===== src/rtl/cursor_mode_ctrl.sv =====
// Cursor overlay sequencer: frame-latched clamped position plus arrow/scope mode,
// aim delay, single-shot fire pulse and reload cooldown, all on the pixel clock.
module cursor_mode_ctrl #(
  parameter int GAME_W        = 768,
  parameter int X_MAX         = 1024,
  parameter int Y_MAX         = 768,
  parameter int AIM_FRAMES    = 4,
  parameter int RELOAD_FRAMES = 60
) (
  input  logic        clk,
  input  logic        rst,
  input  logic [11:0] xpos_in,
  input  logic [11:0] ypos_in,
  input  logic        left,
  input  logic        right,
  input  logic        vblnk,
  output logic [11:0] xpos_out,
  output logic [11:0] ypos_out,
  output logic        select_mode,
  output logic        fire,
  output logic        reload_busy,
  output logic [7:0]  shot_count
);

  localparam int AW = $clog2(AIM_FRAMES) + 1;
  localparam int RW = $clog2(RELOAD_FRAMES) + 1;

  localparam logic [11:0]   X_LIM       = 12'(X_MAX - 1);
  localparam logic [11:0]   Y_LIM       = 12'(Y_MAX - 1);
  localparam logic [11:0]   GAME_LIM    = 12'(GAME_W);
  localparam logic [AW-1:0] AIM_LAST    = AW'(AIM_FRAMES - 1);
  localparam logic [RW-1:0] RELOAD_INIT = RW'(RELOAD_FRAMES);
  localparam logic [RW-1:0] RELOAD_LAST = RW'(1);

  typedef enum logic [2:0] {
    MOUSE  = 3'd0,
    AIM    = 3'd1,
    SCOPE  = 3'd2,
    FIRE   = 3'd3,
    RELOAD = 3'd4
  } state_t;

  function automatic logic [11:0] clamp12(input logic [11:0] v, input logic [11:0] lim);
    return (v > lim) ? lim : v;
  endfunction

  state_t        state_q, state_d;
  logic [AW-1:0] aim_cnt_q, aim_cnt_d;
  logic [RW-1:0] reload_cnt_q, reload_cnt_d;
  logic [7:0]    shot_cnt_q, shot_cnt_d;
  logic [11:0]   xpos_q, xpos_d;
  logic [11:0]   ypos_q, ypos_d;
  logic          select_q, select_d;
  logic          fire_q, fire_d;
  logic          busy_q, busy_d;
  logic          vblnk_prev_q, left_prev_q;

  logic frame_tick, left_rise, in_area, stay;

  always_comb begin
    frame_tick   = vblnk & ~vblnk_prev_q;
    left_rise    = left & ~left_prev_q;
    in_area      = (xpos_in < GAME_LIM);
    stay         = right & in_area;

    state_d      = state_q;
    aim_cnt_d    = aim_cnt_q;
    reload_cnt_d = reload_cnt_q;
    shot_cnt_d   = shot_cnt_q;
    xpos_d       = xpos_q;
    ypos_d       = ypos_q;

    if (frame_tick) begin
      xpos_d = clamp12(xpos_in, X_LIM);
      ypos_d = clamp12(ypos_in, Y_LIM);
    end

    case (state_q)
      MOUSE: begin
        if (stay) begin
          state_d   = AIM;
          aim_cnt_d = '0;
        end
      end
      AIM: begin
        if (!stay) begin
          state_d = MOUSE;
        end else if (frame_tick) begin
          if (aim_cnt_q == AIM_LAST) state_d = SCOPE;
          else                       aim_cnt_d = aim_cnt_q + 1'b1;
        end
      end
      SCOPE: begin
        // Losing the aim wins over a coincident click: no shot in that case.
        if (!stay) begin
          state_d = MOUSE;
        end else if (left_rise) begin
          state_d    = FIRE;
          shot_cnt_d = shot_cnt_q + 1'b1;
        end
      end
      FIRE: begin
        state_d      = RELOAD;
        reload_cnt_d = RELOAD_INIT;
      end
      RELOAD: begin
        if (frame_tick) begin
          reload_cnt_d = reload_cnt_q - 1'b1;
          if (reload_cnt_q == RELOAD_LAST) state_d = stay ? SCOPE : MOUSE;
        end
      end
      default: state_d = MOUSE;
    endcase

    // Outputs are derived from the next state so they register alongside it.
    select_d = (state_d == SCOPE) || (state_d == FIRE) || ((state_d == RELOAD) && stay);
    fire_d   = (state_d == FIRE);
    busy_d   = (state_d == RELOAD);
  end

  always_ff @(posedge clk) begin
    if (rst) begin
      state_q      <= MOUSE;
      aim_cnt_q    <= '0;
      reload_cnt_q <= '0;
      shot_cnt_q   <= '0;
      xpos_q       <= '0;
      ypos_q       <= '0;
      select_q     <= 1'b0;
      fire_q       <= 1'b0;
      busy_q       <= 1'b0;
      vblnk_prev_q <= 1'b0;
      left_prev_q  <= 1'b0;
    end else begin
      state_q      <= state_d;
      aim_cnt_q    <= aim_cnt_d;
      reload_cnt_q <= reload_cnt_d;
      shot_cnt_q   <= shot_cnt_d;
      xpos_q       <= xpos_d;
      ypos_q       <= ypos_d;
      select_q     <= select_d;
      fire_q       <= fire_d;
      busy_q       <= busy_d;
      vblnk_prev_q <= vblnk;
      left_prev_q  <= left;
    end
  end

  assign xpos_out    = xpos_q;
  assign ypos_out    = ypos_q;
  assign select_mode = select_q;
  assign fire        = fire_q;
  assign reload_busy = busy_q;
  assign shot_count  = shot_cnt_q;

endmodule


===== config.mk =====
export PLATFORM = sky130hd
export DESIGN_NAME = cursor_mode_ctrl
export DESIGN_NICKNAME = d
export VERILOG_FILES = /design/src/rtl/cursor_mode_ctrl.sv
export SDC_FILE = /design/constraint.sdc
export NUM_CORES = 1
export LEC_CHECK = 0
export ABC_AREA = 1
export BUFFER_PORTS_ARGS = -buffer_cell sky130_fd_sc_hd__buf_4
export CORE_MARGIN = 10
export CORE_UTILIZATION = 40
export DETAILED_ROUTE_END_ITERATION = 7
export GPL_TIMING_DRIVEN = 0
export HOLD_SLACK_MARGIN = 0.12
export PLACE_DENSITY = 0.63
export REMOVE_ABC_BUFFERS = 1
export SKIP_CTS_REPAIR_TIMING = 1
export SYNTH_ARGS = -nofsm -noshare
export SYNTH_HDL_FRONTEND = slang
export SYNTH_SLANG_ARGS = --single-unit

===== constraint.sdc =====
create_clock -name clk -period 2 [get_ports clk]
set_clock_uncertainty 0.1 [all_clocks]
set_input_delay 0.3 -clock clk [delete_from_list [all_inputs] [get_ports clk]]
set_output_delay 0.3 -clock clk [all_outputs]
set_load 0.05 [all_outputs]

==> out/qor.csv <==
metric,value,unit
Main synth FF type,dfxtp_1,
"Seq/Total Area, Yosys",44.3,%
synth cell count leaders,"67 x nand2_1, 50 x dfxtp_1, 50 x nor2_1, 32 x inv_1, 31 x a21oi_1",
Hold Path Stages,3,
reg2reg setup slack,0.38,ns
initial drt markers,53,
Root Driver,clkbuf_8,
Critical R2R Capture,reload_cnt_q[0],
most common cell in the netlist,nand2_1,
endpoints failing hold,0,
Ys Warns,0,
Max Cap Viol,0,
Worst path max stage delay,0.51,ns
worst hold start,ypos_in[7],
top post-synthesis cells by area,"dfxtp_1 44%, nand2_1 11%, nor2_1 8.3%",
synthesis-stage register bit count,50,
final worst slack,0.380,ns
I/O pin count,64,
drt drc,0,
slowest CP cell,nor2_4,
multi-input logic area,1090,um^2
Critical Path Start Type,flop,
largest net degree at the start of global routing,32,
Area after DPL,2780,um^2
Max Clk Rate,617,MHz
Die Span Y,95.1,um
grt ovf,0,
GP Congestion,0.829,
leak pwr,1.31,nW
Placement Rows,27,
final setup fails,0,
Post-DRT Antenna Nets,0,
vias per cell,4.78,
mapped cell area,2260,um^2
Routed WL per cell,12.3,um
Least-Margin Pin Slew,0.795,ns
Crit path arrival time,1.72,ns
Post-synth EDFFs,0,
first-pass GRT wire length,9790,um
Die ar.,9050,um^2
"Buf+Inv Stages, Crit Path",1,
Starting Density,41.0,%
critical-path maximum fanout,30,
initial antenna violation count,0,
Yosys cell types,24,
DRT Pass-1 Iters,4,
clock sinks,50,
RSZ-0062 raised after global routing,no,
Total Routed Length,5640,um
core area,5510,um^2
die outline width,95.1,um
layout cell share with drive strength beyond 1,22.0,%
Sw Pwr,563,uW
async set or reset register ratio after synthesis,0,%
VDD IR max,0.375,mV
PD cells,751,nW/um^2
synthesized netlist cell count,320,
Pint,1.67,mW
Worst Setup End Kind,flop,
crit path kind,flop to flop,
Syn Area/Cell,7.06,um^2
All-Layer GR Usage,13.1,%
Via Count,2191,
Reg2Reg Depth,6,
crit-path most repeated cell,nand2_2,
number of diodes,0,
switch share,25.2,%
CTS Buf Count,5,
Final Cycle Share,81.0,%
FILL cells,545,
Slew Limit Fails,0,
Area growth syn-to-layout,31.5,%
port bufs,63,
number of global-route vias before repair,2187,
Setup Slack @ Placement,-0.0734,ns
Comb power frac,14.1,%
sequential cell area,1000,um^2
critical-path cell list,nor2_4 -> nand2_2 -> nand2_2 -> inv_2 -> a21oi_1 -> nor2_1,
H-Tree Depth,2,
normalized max-slew margin,47.0,%
CP required,2.10,ns
clk buf depth,2,
RR Startpoint,vblnk_prev_q,
final instance area,2970,um^2
Final min period,1.62,ns
Hold Path Class,input port to flop,
share of the synthesized area in the top cell type,44.3,%
cell taking the most area after synthesis,dfxtp_1,
number of nets in the layout,419,
CTS tree,yes,
Clock Pin Slew Worst Setup and Hold Paths,0.09,ns
clk_lat worst skew,0.30,ns
Seq pwr share,46.9,%
worst hold endpoint,ypos_out[7],
Top Family by Delay on Critical Path,simple AND/OR/NAND/NOR gates,
Clock power frac,39.0,%
outcome,completed,
final HPWL from detailed placement,4060,um
through the flow:
stage                     instances  total power, mW  hold WS [ns]  util, %  TNS (ns)
final                           458             2.23         0.111     53.9         0
after global routing            458             2.32         0.120     53.9         0
after CTS                       454             2.25         0.102     53.1         0
after detailed placement        446             1.38         0.337     50.5    -0.378
after global placement          446             1.38         0.332     50.5    -0.345
after floorplan                 311             1.25         0.269        -         0
layout by cell type (no fill, tap or decap):
cell type and instances:
nand4_1 3, o21ai_0 24, a21oi_1 31, xor2_1 1, and2_1 1, ha_1 5
buf_4 63, nand2_1 67, nand2_2 5, xnor2_1 2, nor2_4 3, clkbuf_8 6
inv_1 32, nand3_1 18, nor3_2 1, nand3_4 1, nor3_1 12, inv_2 3
dfxtp_1 50, nor3_4 1, dlygate4sd3_1 4, o21ai_1 1, bufinv_16 2, nor2_1 50
worst max-delay path by stage:
stage | from | end | depth (start not counted)
2_1_floorplan | shot_count[0] | shot_count[7] | 7
3_3_place_gp | vblnk | reload_cnt_q[0] | 8
3_5_place_dp | vblnk | reload_cnt_q[1] | 8
4_1_cts | vblnk_prev_q | reload_cnt_q[1] | 6
5_1_grt | vblnk_prev_q | aim_cnt_q[0] | 7
6_report | vblnk_prev_q | reload_cnt_q[0] | 6
routing by layer:
metal  track usage, %  vias to the layer above  share of wire (%)
li1                 -                     1152                  -
met1             15.3                      982                 44
met2             20.7                       52                 44
met3             6.83                        5                 11
met4             2.99                        0               0.92
met5                0                        -                  0
worst reg2reg max path: cells and delay by family, from the launching register on:
family	cells	cell delay (ns)
flip-flops	1	0.35
AND/OR/NAND/NOR	4	0.85
buffers and inverters	1	0.10
AO/OA/AOI/OAI	1	0.13
state kept, by name, indices dropped and copies added, names as in the netlist, 3 cells and up:
| name | cells |
|---|---|
| reload_cnt_q | 7 |
| ypos_out | 12 |
| state_q | 3 |
| xpos_out | 12 |
| aim_cnt_q | 3 |
| shot_count | 8 |
cells by family (layout without fill, tap and decap cells):
logic type	after synthesis	after routing	share of synthesized area, %
buf+inv	44	110	7.53
compound gates	56	56	12.4
simple gates	162	162	31.8
flops	50	50	44.3
xor+xnor	3	3	1.16
fa+ha+maj	5	5	2.77
final cells by class:
class	instances	area share, %
multi-input cells	226	36.8
repair buffers	67	17.3
clock buffers	6	2.78
clock inverters	2	2.02
inverters	35	4.42
flip-flops and latches	50	33.7
well taps	72	3.03
power groups by stage:
| stage | combinational, mW | clock (mW) | sequential [mW] |
|---|---|---|---|
| after detailed placement | 0.312 | 0 | 1.07 |
| after global routing | 0.342 | 0.925 | 1.05 |
| after floorplan | 0.0693 | 0 | 1.18 |
| after CTS | 0.312 | 0.891 | 1.05 |
| final | 0.315 | 0.870 | 1.05 |
| after global placement | 0.310 | 0 | 1.07 |
(Power assumes the default switching activity.)
